## config.mk

```make
export PLATFORM = sky130hd
export DESIGN_NAME = mem_port_arbiter
export DESIGN_NICKNAME = d
export VERILOG_FILES = /design/src/rtl/mem_port_arbiter.sv
export SDC_FILE = /design/constraint.sdc
export NUM_CORES = 1
export LEC_CHECK = 0
export ABC_AREA = 1
export CAP_MARGIN = 25
export CORE_MARGIN = 4
export CORE_UTILIZATION = 27
export DETAILED_ROUTE_END_ITERATION = 10
export DONT_BUFFER_PORTS = 1
export GPL_TIMING_DRIVEN = 1
export MAX_ROUTING_LAYER = met4
export PLACE_DENSITY = 0.41
export SYNTH_ARGS = -nofsm -noshare
export SYNTH_HDL_FRONTEND = slang
export SYNTH_SLANG_ARGS = --single-unit
```

## constraint.sdc

```tcl
create_clock -name clock_i -period 3.2 [get_ports clock_i]
set_clock_uncertainty 0.1 [all_clocks]
set_input_delay 0.8 -clock clock_i [delete_from_list [all_inputs] [get_ports clock_i]]
set_output_delay 0.8 -clock clock_i [all_outputs]
set_load 0.05 [all_outputs]
```

## src/rtl/mem_port_arbiter.sv

```systemverilog
// Port-A arbiter for the shared data memory: CPU load/store path vs. an auxiliary requester.
// CPU has priority by default; starvation forcing and an AUX burst lock bound both waits.
module mem_port_arbiter #(
    parameter int ADDR_W     = 16,
    parameter int DATA_W     = 16,
    parameter int STARVE_MAX = 4,
    parameter int BURST_MAX  = 4
) (
    input  logic              clock_i,
    input  logic              reset_i,

    input  logic              cpu_req_i,
    input  logic              cpu_we_i,
    input  logic [ADDR_W-1:0] cpu_addr_i,
    input  logic [DATA_W-1:0] cpu_wdata_i,
    output logic              cpu_grant_o,
    output logic              cpu_stall_o,
    output logic              cpu_rvalid_o,
    output logic [DATA_W-1:0] cpu_rdata_o,

    input  logic              aux_req_i,
    input  logic              aux_we_i,
    input  logic              aux_lock_i,
    input  logic [ADDR_W-1:0] aux_addr_i,
    input  logic [DATA_W-1:0] aux_wdata_i,
    output logic              aux_grant_o,
    output logic              aux_rvalid_o,
    output logic [DATA_W-1:0] aux_rdata_o,

    output logic              mem_en_o,
    output logic              mem_we_o,
    output logic [ADDR_W-1:0] mem_addr_o,
    output logic [DATA_W-1:0] mem_wdata_o,
    input  logic [DATA_W-1:0] mem_rdata_i
);

    localparam int SW = $clog2(STARVE_MAX + 1);
    localparam int BW = $clog2(BURST_MAX + 1);
    localparam logic [SW-1:0] STARVE_LIM = SW'(STARVE_MAX);
    localparam logic [BW-1:0] BURST_LIM  = BW'(BURST_MAX);
    localparam logic          BURST_EN   = (BURST_MAX > 1);

    typedef enum logic {
        ST_OPEN      = 1'b0,
        ST_AUX_BURST = 1'b1
    } state_t;

    state_t          fsm_q, fsm_d;
    logic [SW-1:0]   starve_cnt_q, starve_cnt_d;
    logic [BW-1:0]   burst_cnt_q, burst_cnt_d;
    logic            rd_cpu_q, rd_cpu_d;
    logic            rd_aux_q, rd_aux_d;

    logic            cpu_win;
    logic            aux_win;
    logic [BW-1:0]   burst_inc;

    // Burst lock and starvation override CPU priority; reset suppresses every grant.
    always_comb begin
        cpu_win = 1'b0;
        aux_win = 1'b0;
        if (!reset_i) begin
            if (aux_req_i && (fsm_q == ST_AUX_BURST || starve_cnt_q == STARVE_LIM)) begin
                aux_win = 1'b1;
            end else if (cpu_req_i) begin
                cpu_win = 1'b1;
            end else if (aux_req_i) begin
                aux_win = 1'b1;
            end
        end
    end

    always_comb begin
        mem_en_o    = cpu_win | aux_win;
        mem_we_o    = 1'b0;
        mem_addr_o  = cpu_addr_i;
        mem_wdata_o = cpu_wdata_i;
        if (aux_win) begin
            mem_we_o    = aux_we_i;
            mem_addr_o  = aux_addr_i;
            mem_wdata_o = aux_wdata_i;
        end else if (cpu_win) begin
            mem_we_o    = cpu_we_i;
        end
    end

    assign cpu_grant_o  = cpu_win;
    assign aux_grant_o  = aux_win;
    assign cpu_stall_o  = cpu_req_i & ~cpu_win & ~reset_i;
    assign cpu_rvalid_o = rd_cpu_q;
    assign aux_rvalid_o = rd_aux_q;
    assign cpu_rdata_o  = mem_rdata_i;
    assign aux_rdata_o  = mem_rdata_i;

    assign burst_inc = burst_cnt_q + BW'(1);

    always_comb begin
        starve_cnt_d = '0;
        if (aux_req_i && !aux_win) begin
            starve_cnt_d = (starve_cnt_q == STARVE_LIM) ? starve_cnt_q : starve_cnt_q + SW'(1);
        end

        rd_cpu_d = cpu_win & ~cpu_we_i;
        rd_aux_d = aux_win & ~aux_we_i;

        fsm_d       = fsm_q;
        burst_cnt_d = burst_cnt_q;
        case (fsm_q)
            ST_OPEN: begin
                if (aux_win && aux_lock_i && BURST_EN) begin
                    fsm_d       = ST_AUX_BURST;
                    burst_cnt_d = BW'(1);
                end
            end
            ST_AUX_BURST: begin
                // The beat that reaches BURST_MAX is still granted, then the port reopens.
                if (!aux_lock_i || !aux_req_i || (aux_win && burst_inc == BURST_LIM)) begin
                    fsm_d       = ST_OPEN;
                    burst_cnt_d = '0;
                end else if (aux_win) begin
                    burst_cnt_d = burst_inc;
                end
            end
            default: begin
                fsm_d       = ST_OPEN;
                burst_cnt_d = '0;
            end
        endcase
    end

    always_ff @(posedge clock_i) begin
        if (reset_i) begin
            fsm_q        <= ST_OPEN;
            starve_cnt_q <= '0;
            burst_cnt_q  <= '0;
            rd_cpu_q     <= 1'b0;
            rd_aux_q     <= 1'b0;
        end else begin
            fsm_q        <= fsm_d;
            starve_cnt_q <= starve_cnt_d;
            burst_cnt_q  <= burst_cnt_d;
            rd_cpu_q     <= rd_cpu_d;
            rd_aux_q     <= rd_aux_d;
        end
    end

endmodule

```

==> flow_metrics.env, run 1 <==
export IMPL_status="complete, no violations"
export IMPL_yosys_warnings=0
export IMPL_synth_most_common_cell="nand2_1"
export IMPL_drive_above_1_share_pct=23.30
export IMPL_yosysUniqueCellTypes=20
export IMPL_hold_viol=0
export IMPL_design_area_um2=1421
export IMPL_p_seq_share_pct=22.1
export IMPL_p_leak_nw=0.7750
export IMPL_wirelength_mm=3.538
export IMPL_p_int_mw=0.3000
export IMPL_die_height_um=73.58
export IMPL_slowest_delay_ns=0.32
export IMPL_antenna_left=0
export IMPL_n_antenna_cell=0
export IMPL_grt_pass1_wl_mm=4.726
export IMPL_cp_required_ns=2.30
export IMPL_power_frac_clock_pct=24.2
export IMPL_critical_path_max_fanout=35
export IMPL_antenna_found_initial=0
export IMPL_async_flop_share_pct=0
export IMPL_first_pass_iters=4
export IMPL_wl_per_cell_um=13.82
export IMPL_viasPerCell=4.449
export IMPL_cap_violations=0
export IMPL_tns_ns=0
export IMPL_ir_worst_vdd_v=0.0001555
export IMPL_tritoncts="done"
export IMPL_path_clk_slew_ns=0.05
export IMPL_synth_commonest_cells="nand2_1 (106), buf_4 (32), nor2_1 (13), inv_1 (11), dfxtp_1 (9)"
export IMPL_powerDensity_nw_per_um2=382.6
export IMPL_endpoint_kind="output port"
export IMPL_io_buffer_count=0
export IMPL_cts_htree_levels=1
export IMPL_cts_made_buffers=3
export IMPL_setup_viol=0
export IMPL_critPathLaunchType="flop"
export IMPL_whs_ns=0.4052
export IMPL_grt_pass1_vias=960
export IMPL_switchingPower_mw=0.2438
export IMPL_worst_path_buf_inv=3
export IMPL_fp_dieArea_um2=5413
export IMPL_netlist_instances=203
export IMPL_synth_ff_type="dfxtp_1"
export IMPL_num_rows=23
export IMPL_synth_top_cell_area_share_pct=34.27
export IMPL_fin_cells=256
export IMPL_grtUsageTotal_pct=11.25
export IMPL_start_util_pct=28.41
export IMPL_critPathSlowestCell="dfxtp_1"
export IMPL_placed_area_um2=1375
export IMPL_io_pins=158
export IMPL_synth_edf_count=0
export IMPL_cp_data_arrival_time_ns=1.91
export IMPL_post_place_cells=252
export IMPL_globalplace_congestion=0.7534
export IMPL_cts_root_buf="clkbuf_8"
export IMPL_rsz0062_at_grt="no"
export IMPL_cp_top_family="buffers and inverters"
export IMPL_numClockSinks=9
export IMPL_dieWidth_um=73.58
export IMPL_multiInputGateArea_um2=644.4
export IMPL_fmax_mhz=355.5
export IMPL_syn_area_um2=1161
export IMPL_core_area_um2=4086
export IMPL_post_route_util_pct=34.78
export IMPL_synth_seq_area_share_pct=15.52
export IMPL_ys_ff_latch=9
export IMPL_maxSlewViolCount=0
export IMPL_path_class="flop to output port"
export IMPL_path_cells="inv_1, ha_1, nand2_2, nand3_4, nand2_4, buf_4, nand2_1, nand2_1, buf_4"
export IMPL_overflow=0
export IMPL_yosys_area_top_type="nand2_1"
export IMPL_hold_buffers=0
export IMPL_syn2layout_area_growth_pct=22.41
export IMPL_num_vias=1139
export IMPL_switching_share_pct=44.83
export IMPL_synth_area_leaders="nand2_1 (34%), buf_4 (21%), dfxtp_1 (16%)"
export IMPL_cts_path_max_buffers=2
export IMPL_dr_first_iter_drc_count=33
export IMPL_hold_path_class="flop to flop"
export IMPL_synth_avg_cell_area_um2=5.720
export IMPL_syn_nets=294
export IMPL_fillers=451
export IMPL_worst_slew_pin_transition_ns=0.5046
export IMPL_insertion_delay_ns=0.23
export IMPL_seqCellArea_um2=180.2
export IMPL_cts_resized=0
export IMPL_drc_errors=0
export IMPL_pwr_share_comb_pct=53.6
export IMPL_postCtsSetupBuffers=0
export IMPL_period_needed_ns=2.813
export IMPL_maxSlewHeadroom_pct=66.31
export IMPL_grt_max_degree=36
export IMPL_finalNetCount=298
export IMPL_hpwl_mm=2.988
export IMPL_period_share_pct=87.90
## flip-flops by register name (all words and copies together) (netlist names)
signal	flops
starve_cnt_q	3
burst_cnt_q	3
aux_rvalid_o	1
fsm_q	1
cpu_rvalid_o	1
## tightest hold or removal path, delay by kind of cell, from the launching register on
family	cells	cell delay (ns)
simple gates	1	0.08
flops	1	0.32
compound gates	1	0.06
## path summary, 6_finish.rpt
kind / start / to / slack (ns) / cells past startpoint
worst min register to register: starve_cnt_q[1] / starve_cnt_q[1] / 0.41 / 2
worst max register to register: starve_cnt_q[0] / starve_cnt_q[2] / 1.44 / 8
worst min-delay path: starve_cnt_q[1] / starve_cnt_q[1] / 0.41 / 2
worst max-delay path: starve_cnt_q[0] / mem_wdata_o[7] / 0.39 / 9
## metrics by stage
step	total power [mW]	setup WS (ns)
after CTS	0.5553	0.3706
final	0.5438	0.3870
after detailed placement	0.4164	0.4950
after global routing	0.5724	0.2443
after global placement	0.4162	0.5037
after floorplan	0.4165	0.1253
## power by group through the flow
stage	Combinational (mW)	Clock [mW]	Sequential (mW)
finish	0.292	0.132	0.120
global route	0.305	0.147	0.121
CTS	0.295	0.140	0.120
detailed placement	0.294	0	0.123
global placement	0.293	0	0.123
floorplan	0.294	0	0.122
## cells by family (layout without fill, tap and decap cells)
logic type	count (synthesis)	count (layout)	synth area share, %
simple gates	131	131	46.66
flops	9	9	15.52
fa+ha+maj	4	4	4.311
xor+xnor	2	2	1.509
buf+inv	50	53	28.99
compound gates	7	7	3.017
## area by class of cell
type	count	share of cell area [%]
Timing Repair Buffer	37	30.99
Sequential cell	9	12.68
Multi-Input combinational cell	144	45.33
Clock buffer	3	2.905
Clock inverter	1	0.3521
Tap cell	50	4.401
Inverter	12	3.345
## layer usage
layer | up-vias | part of all wire (%) | track usage (%) | wire (um)
li1 | 585 | - | - | -
met1 | 467 | 33 | 12.44 | 1181
met2 | 80 | 50 | 19.98 | 1782
met3 | 7 | 16 | 3.967 | 554
met4 | 0 | 0.57 | 1.207 | 20
met5 | - | 0 | - | 0
## cells in the final DEF, fill, tap and decap left out
master and n:
ha_1 4, buf_4 24, inv_4 1, nand3_4 1, nand2_4 1, inv_1 11
nand3_1 5, o21ai_0 1, nand2_2 2, nor2_4 1, nor2_1 13, clkbuf_8 3
a21oi_1 6, xnor2_1 1, clkinv_2 1, dfxtp_1 9, nand2_1 106, xor2_1 1
nand3_2 1, buf_12 13, nand3b_1 1
Power figures use the tool's default switching activity.
==> run 2: changes to the inputs <==
- SKIP_CTS_REPAIR_TIMING: unset -> 1
==> results of run 2 <==
Final layout, timing and power as in run 1 (identical DEF).
==> run 3: changes to the inputs <==
- clock period: 3.2 -> 3.3 ns (I/O delays scaled with it)
==> flow_metrics.env, run 3 (synthesized netlist as in run 1, its figures left out) <==
export IMPL_status="complete, no violations"
export IMPL_n_antenna_cell=0
export IMPL_period_needed_ns=2.825
export IMPL_viasPerCell=4.488
export IMPL_tns_ns=0
export IMPL_num_vias=1149
export IMPL_min_delay_start="starve_cnt_q[1]"
export IMPL_p_leak_nw=0.7230
export IMPL_cp_required_ns=2.37
export IMPL_wl_per_cell_um=14.15
export IMPL_antenna_found_initial=0
export IMPL_numClockSinks=9
export IMPL_grt_max_degree=36
export IMPL_period_share_pct=85.60
export IMPL_insertion_delay_ns=0.24
export IMPL_finalNetCount=298
export IMPL_reg_largest_list="burst_cnt_q (3), starve_cnt_q (3)"
export IMPL_dr_first_iter_drc_count=35
export IMPL_cts_made_buffers=3
export IMPL_overflow=0
export IMPL_fp_dieArea_um2=5413
export IMPL_setup_slack_ns=0.4752
export IMPL_grt_pass1_wl_mm=4.885
export IMPL_start_util_pct=28.41
export IMPL_critPathSlowestCell="dfxtp_1"
export IMPL_path_cells="inv_1, ha_1, nand2_2, nand3_4, nand2_4, buf_4, nand2_1, nand2_1, buf_4"
export IMPL_worst_slew_pin_transition_ns=0.5085
export IMPL_r2r_cells=8
export IMPL_grtUsageTotal_pct=11.80
export IMPL_syn2layout_area_growth_pct=10.45
export IMPL_fmax_mhz=354.0
export IMPL_critPathLaunchType="flop"
export IMPL_first_pass_iters=4
export IMPL_layout_common_cells="nand2_1 (106), buf_4 (35), nor2_1 (13), inv_1 (11), dfxtp_1 (9)"
export IMPL_globalplace_congestion=0.7292
export IMPL_maxSlewViolCount=0
export IMPL_ir_worst_vdd_v=0.0001360
export IMPL_min_delay_path_depth=2
export IMPL_path_clk_slew_ns=0.04
export IMPL_cts_path_max_buffers=2
export IMPL_antenna_left=0
export IMPL_hold_path_class="flop to flop"
export IMPL_drive_above_1_share_pct=22.82
export IMPL_endpoint_kind="output port"
export IMPL_cap_violations=0
export IMPL_hold_end="starve_cnt_q[1]"
export IMPL_wirelength_mm=3.623
export IMPL_io_pins=158
export IMPL_power_mw=0.4980
export IMPL_place_ws_ns=0.5341
export IMPL_cp_data_arrival_time_ns=1.90
export IMPL_slowest_delay_ns=0.32
export IMPL_setup_viol=0
export IMPL_fillers=474
export IMPL_io_buffer_count=0
export IMPL_hpwl_mm=2.986
export IMPL_grt_pass1_vias=1012
export IMPL_cts_root_buf="clkbuf_8"
export IMPL_die_height_um=73.58
export IMPL_core_area_um2=4086
export IMPL_drc_errors=0
export IMPL_rsz0062_at_grt="no"
export IMPL_r2r_start="starve_cnt_q[0]"
export IMPL_final_common_cell="nand2_1"
export IMPL_tritoncts="done"
export IMPL_cts_htree_levels=1
export IMPL_post_route_util_pct=31.38
export IMPL_dieWidth_um=73.58
export IMPL_maxSlewHeadroom_pct=66.05
export IMPL_powerDensity_nw_per_um2=388.3
export IMPL_reg2reg_to="starve_cnt_q[1]"
export IMPL_critical_path_max_fanout=35
export IMPL_num_rows=23
export IMPL_ff2ff_setup_slack_ns=1.53
export IMPL_path_class="flop to output port"
export IMPL_hold_viol=0
==> run 3: layer usage <==
metal	wire length, um	vias to the layer above	track usage (%)	part of all wire [%]
met5	0	-	-	0
met4	59	0	3.018	1.6
met2	1859	77	22.15	51
met3	512	11	4.104	14
met1	1192	477	11.37	33
li1	-	584	-	-
==> run 3: cell type report <==
class	instances	area, um2	area share, %
multi-input combinational	144	644.4	50.24
timing repair buffer	37	302.8	23.61
sequential	9	180.2	14.05
tap	50	62.56	4.878
inverter	12	47.55	3.707
clock buffer	4	45.04	3.512
==> run 3: worst max path at each step <==
stage                     from        endpoint  cells past startpoint
6_report       starve_cnt_q[0]  mem_addr_o[12]                      9
5_1_grt        starve_cnt_q[1]   mem_addr_o[2]                      9
4_1_cts        starve_cnt_q[0]  mem_addr_o[12]                      9
3_5_place_dp         aux_req_i  mem_addr_o[11]                      7
3_3_place_gp         aux_req_i   mem_addr_o[2]                      7
2_1_floorplan        aux_req_i        mem_en_o                      5
==> run 3: worst max-delay path, delay by kind of cell, from the launching register on <==
kind / cells / cell delay [ns]
buffers and inverters: 3 / 0.57
AND/OR/NAND/NOR: 5 / 0.54
flip-flops: 1 / 0.32
adder cells (fa/ha/maj): 1 / 0.22
==> run 3: power breakdown <==
| group | internal [mW] | leakage, nW | switching (mW) | total, mW |
|---|---|---|---|---|
| Clock | 0.0845 | 0.0228 | 0.0474 | 0.132 |
| Combinational | 0.0697 | 0.627 | 0.180 | 0.249 |
| Sequential | 0.112 | 0.0731 | 0.00486 | 0.117 |
==> run 3: through the flow <==
step / std cells / hold slack [ns] / instance area, um2
5_1_grt: 256 / 0.4636 / 1282
3_3_place_gp: 252 / 0.4079 / 1237
4_1_cts: 256 / 0.4308 / 1282
2_1_floorplan: 203 / 0.3780 / 1161
3_5_place_dp: 252 / 0.4247 / 1237
6_report: 256 / 0.4238 / 1282
==> RTL edit 1 (settings of run 1) <==
Make the reset (`reset_i`) asynchronous in one clocked block.
--- a/src/rtl/mem_port_arbiter.sv
+++ b/src/rtl/mem_port_arbiter.sv
@@ -129,5 +129,5 @@
     end
 
-    always_ff @(posedge clock_i) begin
+    always_ff @(posedge clock_i or posedge reset_i) begin
         if (reset_i) begin
             fsm_q        <= ST_OPEN;
Check against the original RTL: differs if reset_i is asserted again (counterexample within 4 cycles, from zero or initial values and one cycle with reset_i high); with reset_i held inactive, the same outputs for 10 cycles.
==> RTL edit 1 against run 1 <==
Core utilization down 5.2 points. Power up 4.3%. Die area up 5.0%. Design area down 8.6%. Routed wire length down 5.3%. Sequential cell count unchanged. Worst setup slack worse by 67 ps. Sequential share of layout area up 4.7 points. Register-to-register slack better by 270 ps. Fmax down 2.3%. Sequential power up 15%. Synthesized area up 5.6%. Critical path type unchanged. Largest cell class unchanged.
==> RTL edit 1: results (changes against run 1) <==
status: finished clean (unchanged)
Num CTS Buffers: 3 (unchanged)
clk buf depth: 2 (unchanged)
post-synthesis mux area share: 0% (unchanged)
Metal-1 WL: 1.182 mm (was 1.181 mm)
sequential fraction of the synthesis area: 18.37% (was 15.52%)
worst r2r path cells: 9 (was 8)
WL/cell: 13.19 um (was 13.82 um)
Post-CTS Resized: 0 (unchanged)
worst reg2reg endpoint: burst_cnt_q[2] (was starve_cnt_q[2])
GPL Wtd Cong: 0.6662 (was 0.7534)
gr usage total: 10.74% (was 11.25%)
Cell Area, Placed: 1254 um2 (was 1375 um2)
vias: 1129 (was 1139)
Final HPWL DP: 2.836 mm (was 2.988 mm)
crit-path max FO: 32 (was 35)
met3 GRT Util: 3.166% (was 3.967%)
Iter 0 DRT Violations: 57 (was 33)
DR WL met2: 1.654 mm (was 1.782 mm)
Hold Crit Class: input pin to asynchronous set/reset pin (was flip-flop to flip-flop)
crit path DAT: 1980 ps (was 1910 ps)
crit-path max cell delay: 370 ps (was 320 ps)
flops & latches, synth: 9 (unchanged)
Pre-antenna DRT Iters: 4 (unchanged)
# diodes: 0 (unchanged)
ys flop type: dfrtp_1 (was dfxtp_1)
vias in the first global route: 968 (was 960)
slowest CP cell: nand2_1 (was dfxtp_1)
port bufs: 0 (unchanged)
xor/xnor cell area share of the yosys netlist: 1.429% (was 1.509%)
crit path launch: starve_cnt_q[0] (unchanged)
met1 usage: 13.26% (was 12.44%)
FF-to-FF setup slack: 1710 ps (was 1440 ps)
Post-Syn Nets: 292 (was 294)
met3 wire len: 420 um (was 554 um)
Post-synth top cells: 107 x nand2_1, 35 x buf_4, 12 x inv_1 (was 106 x nand2_1, 32 x buf_4, 13 x nor2_1)
DR top layer: met4 (unchanged)
Pleak: 0.0007786 uW (was 0.0007750 uW)
Post-CTS Setup Bufs: 0 (unchanged)
layout cell share with drive strength beyond 1: 26.24% (was 23.30%)
Slew HR: 67.12% (was 66.31%)
Yosys cell types: 20 (unchanged)
Max rail drop VDD: 0.1393 mV (was 0.1555 mV)
post-synthesis adder-cell area fraction: 4.082% (was 4.310%)
CP delay by family, top: simple AND/OR/NAND/NOR gates (was buffers and inverters)
complex-gate fraction of the synthesized area: 2.041% (was 3.017%)
asr flop ratio synth: 100.0% (was 0%)
met2 Use GR: 16.01% (was 19.98%)
largest net degree at the start of global routing: 35 (was 36)
crit path capture: mem_wdata_o[13] (was mem_wdata_o[7])
Synthesis Warnings: 0 (unchanged)
clk_lat worst skew: 230 ps (about the same)
Filler cells: 509 (was 451)
top cells by area, synth: nand2_1 33%, buf_4 21%, dfrtp_1 18% (was nand2_1 34%, buf_4 21%, dfxtp_1 16%)
biggest regs: burst_cnt_q (3), starve_cnt_q (3) (unchanged)
initial antenna violation count: 0 (unchanged)
first-pass GRT wire length: 4.512 mm (was 4.726 mm)
==> RTL edit 1: per-stage QoR <==
step / hold WS [ps] / power [uW] / std cells / util, % / worst slack, ps
after floorplan: 358.8 / 483.7 / 201 / - / 391.1
after global placement: 386.4 / 446.3 / 250 / 28.60 / 488.1
after detailed placement: 387.0 / 446.5 / 250 / 28.60 / 484.0
after CTS: 338.0 / 578.4 / 254 / 29.62 / 294.8
after global routing: 341.9 / 607.8 / 254 / 29.62 / 166.1
final: 319.9 / 567.3 / 254 / 29.62 / 320.0
==> RTL edit 1: final cells by class <==
class | instances | area [um2] | share of cell area, %
Multi-Input combinational cell | 141 | 646.9 | 49.81
Timing Repair Buffer | 35 | 262.8 | 20.23
Sequential cell | 9 | 225.2 | 17.34
Tap cell | 52 | 65.06 | 5.010
Inverter | 13 | 53.80 | 4.143
Clock buffer | 4 | 45.04 | 3.468
==> RTL edit 1: power by group <==
group | switching (uW) | internal [uW]
clock network | 40.2 | 86.4
logic | 220 | 83.5
registers | 12.3 | 125
==> RTL edit 2 (settings of run 1) <==
Without the edit above. `DATA_W`: 16 -> 12.
--- a/src/rtl/mem_port_arbiter.sv
+++ b/src/rtl/mem_port_arbiter.sv
@@ -3,5 +3,5 @@
 module mem_port_arbiter #(
     parameter int ADDR_W     = 16,
-    parameter int DATA_W     = 16,
+    parameter int DATA_W     = 12,
     parameter int STARVE_MAX = 4,
     parameter int BURST_MAX  = 4
Ports: changed (6 resized); port bits go from 158 to 134. No check against the original RTL was run, so the function may have changed too.
==> RTL edit 2 against run 1 <==
Design area grew 8.5%. Worst setup slack improved by 14 ps. Power is 5.0% higher. Core utilization grew 7.0 points. Routed wire length fell by 8.2%. Sequential cell count unchanged. Combinational power up 7.9%. Synthesized area down 11%.
==> RTL edit 2: results (changes against run 1) <==
status: finished clean (unchanged)
clk_lat worst skew: 230 ps (about the same)
cells after synthesis: 183 (was 203)
asr flop ratio synth: 0% (unchanged)
Worst-path clk slew: 50 ps (about the same)
Num CTS Buffers: 3 (unchanged)
Hold Crit Start: starve_cnt_q[1] (unchanged)
vias: 1104 (was 1139)
largest net degree at the start of global routing: 32 (was 36)
Root Driver: clkbuf_8 (unchanged)
post-synthesis mux area share: 0% (unchanged)
Post-CTS Setup Bufs: 0 (unchanged)
Iter 0 DRT Violations: 35 (was 33)
worst r2r path cells: 8 (unchanged)
met2 Use GR: 24.66% (was 19.98%)
Critical Path RT: 2300 ps (about the same)
worst-margin pin slew: 498.5 ps (was 504.6 ps)
worst reg2reg endpoint: starve_cnt_q[2] (unchanged)
crit-path max cell delay: 330 ps
# nets final: 271 (was 298)
Post-Route WL: 3.249 mm (was 3.538 mm)
first-pass GRT wire length: 5.292 mm (was 4.726 mm)
biggest regs: burst_cnt_q (3), starve_cnt_q (3) (unchanged)
GPL Wtd Cong: 0.7450 (was 0.7534)
Yosys cell types: 18 (was 20)
# diodes: 0 (unchanged)
slowest CP cell: dfxtp_1 (unchanged)
crit-path max FO: 31 (was 35)
ys flop type: dfxtp_1 (unchanged)
crit path capture: mem_addr_o[13] (was mem_wdata_o[7])
complex-gate fraction of the synthesized area: 3.382% (was 3.017%)
Final HPWL DP: 2.735 mm (was 2.988 mm)
sequential fraction of the synthesis area: 17.39% (was 15.52%)
H-Tree Depth: 1 (unchanged)
Filler cells: 383 (was 451)
met1 usage: 12.66% (was 12.44%)
port bufs: 0 (unchanged)
xor/xnor cell area share of the yosys netlist: 1.691% (was 1.509%)
# placed instances: 235 (was 252)
met3 GRT Util: 5.612% (was 3.967%)
post-synthesis adder-cell area fraction: 4.831% (was 4.310%)
gr usage total: 13.36% (was 11.25%)
Post-synth top cells: 94 x nand2_1, 24 x buf_4, 13 x nor2_1 (was 106 x nand2_1, 32 x buf_4, 13 x nor2_1)
initial antenna violation count: 0 (unchanged)
Post-CTS Resized: 0 (unchanged)
Post-Syn Nets: 262 (was 294)
clk buf depth: 2 (unchanged)
top cells by area, synth: nand2_1 34%, dfxtp_1 17%, buf_4 17% (was nand2_1 34%, buf_4 21%, dfxtp_1 16%)
crit path launch: starve_cnt_q[0] (unchanged)
layout cell share with drive strength beyond 1: 23.04% (was 23.30%)
FF-to-FF setup slack: 1420 ps (was 1440 ps)
Pre-antenna DRT Iters: 4 (unchanged)
WL/cell: 13.59 um (was 13.82 um)
Max rail drop VDD: 0.2062 mV (was 0.1555 mV)
Pleak: 0.0007923 uW (was 0.0007750 uW)
-- RTL edit 2: layout make-up --
| type | count | area [um2] | area share, % |
|---|---|---|---|
| tap | 48 | 60.06 | 3.893 |
| inverter | 12 | 45.04 | 2.920 |
| sequential | 9 | 180.2 | 11.68 |
| clock buffer | 4 | 45.04 | 2.920 |
| multi-input combinational | 132 | 581.8 | 37.71 |
| timing repair buffer | 34 | 630.6 | 40.88 |
-- RTL edit 2: worst min path at each step --
stage,cells after the start,slack (ps),endpoint
floorplan,2,380,starve_cnt_q[1]
global placement,2,390,starve_cnt_q[1]
detailed placement,2,400,starve_cnt_q[1]
CTS,2,410,starve_cnt_q[1]
global route,2,450,starve_cnt_q[1]
finish,2,410,starve_cnt_q[1]
-- RTL edit 2: per-layer routing --
| metal | wire length, um | vias up | share of wire [%] |
|---|---|---|---|
| met2 | 1736 | 63 | 53 |
| met5 | 0 | - | 0 |
| met1 | 1122 | 492 | 35 |
| li1 | - | 545 | - |
| met4 | 29 | 0 | 0.89 |
| met3 | 360 | 4 | 11 |
-- RTL edit 2: cell families (layout without fill, tap and decap cells) --
group / Yosys count / count (layout)
simple gates: 119 / 119
xor+xnor: 2 / 2
compound gates: 7 / 7
fa+ha+maj: 4 / 4
flops: 9 / 9
buf+inv: 42 / 50
-- RTL edit 2: power breakdown --
part	switching [uW]	total, uW	internal (uW)
Clock	48.0	135	87.1
Combinational	181	315	135
Sequential	5.14	121	116
Total	234	571	338
-- RTL edit 2: worst max-delay path, delay by kind of cell, from the launching register on --
kind                       cells  cell delay [ps]
DFF                            1              330
and+or+nand+nor                5              590
adders and majority gates      1              220
buffers and inverters          3              520
-- RTL edit 2: metrics by stage --
stage / utilization [%] / total power, uW / setup WS (ps) / hold WS (ps) / area [um2]
after floorplan: - / 368.5 / 146.3 / 378.0 / 1036
after global placement: 40.60 / 436.9 / 497.0 / 390.7 / 1498
after detailed placement: 40.60 / 441.3 / 444.1 / 401.5 / 1498
after CTS: 41.83 / 583.7 / 378.9 / 413.1 / 1543
after global routing: 41.83 / 597.4 / 195.5 / 454.0 / 1543
final: 41.83 / 571.2 / 401.5 / 412.4 / 1543
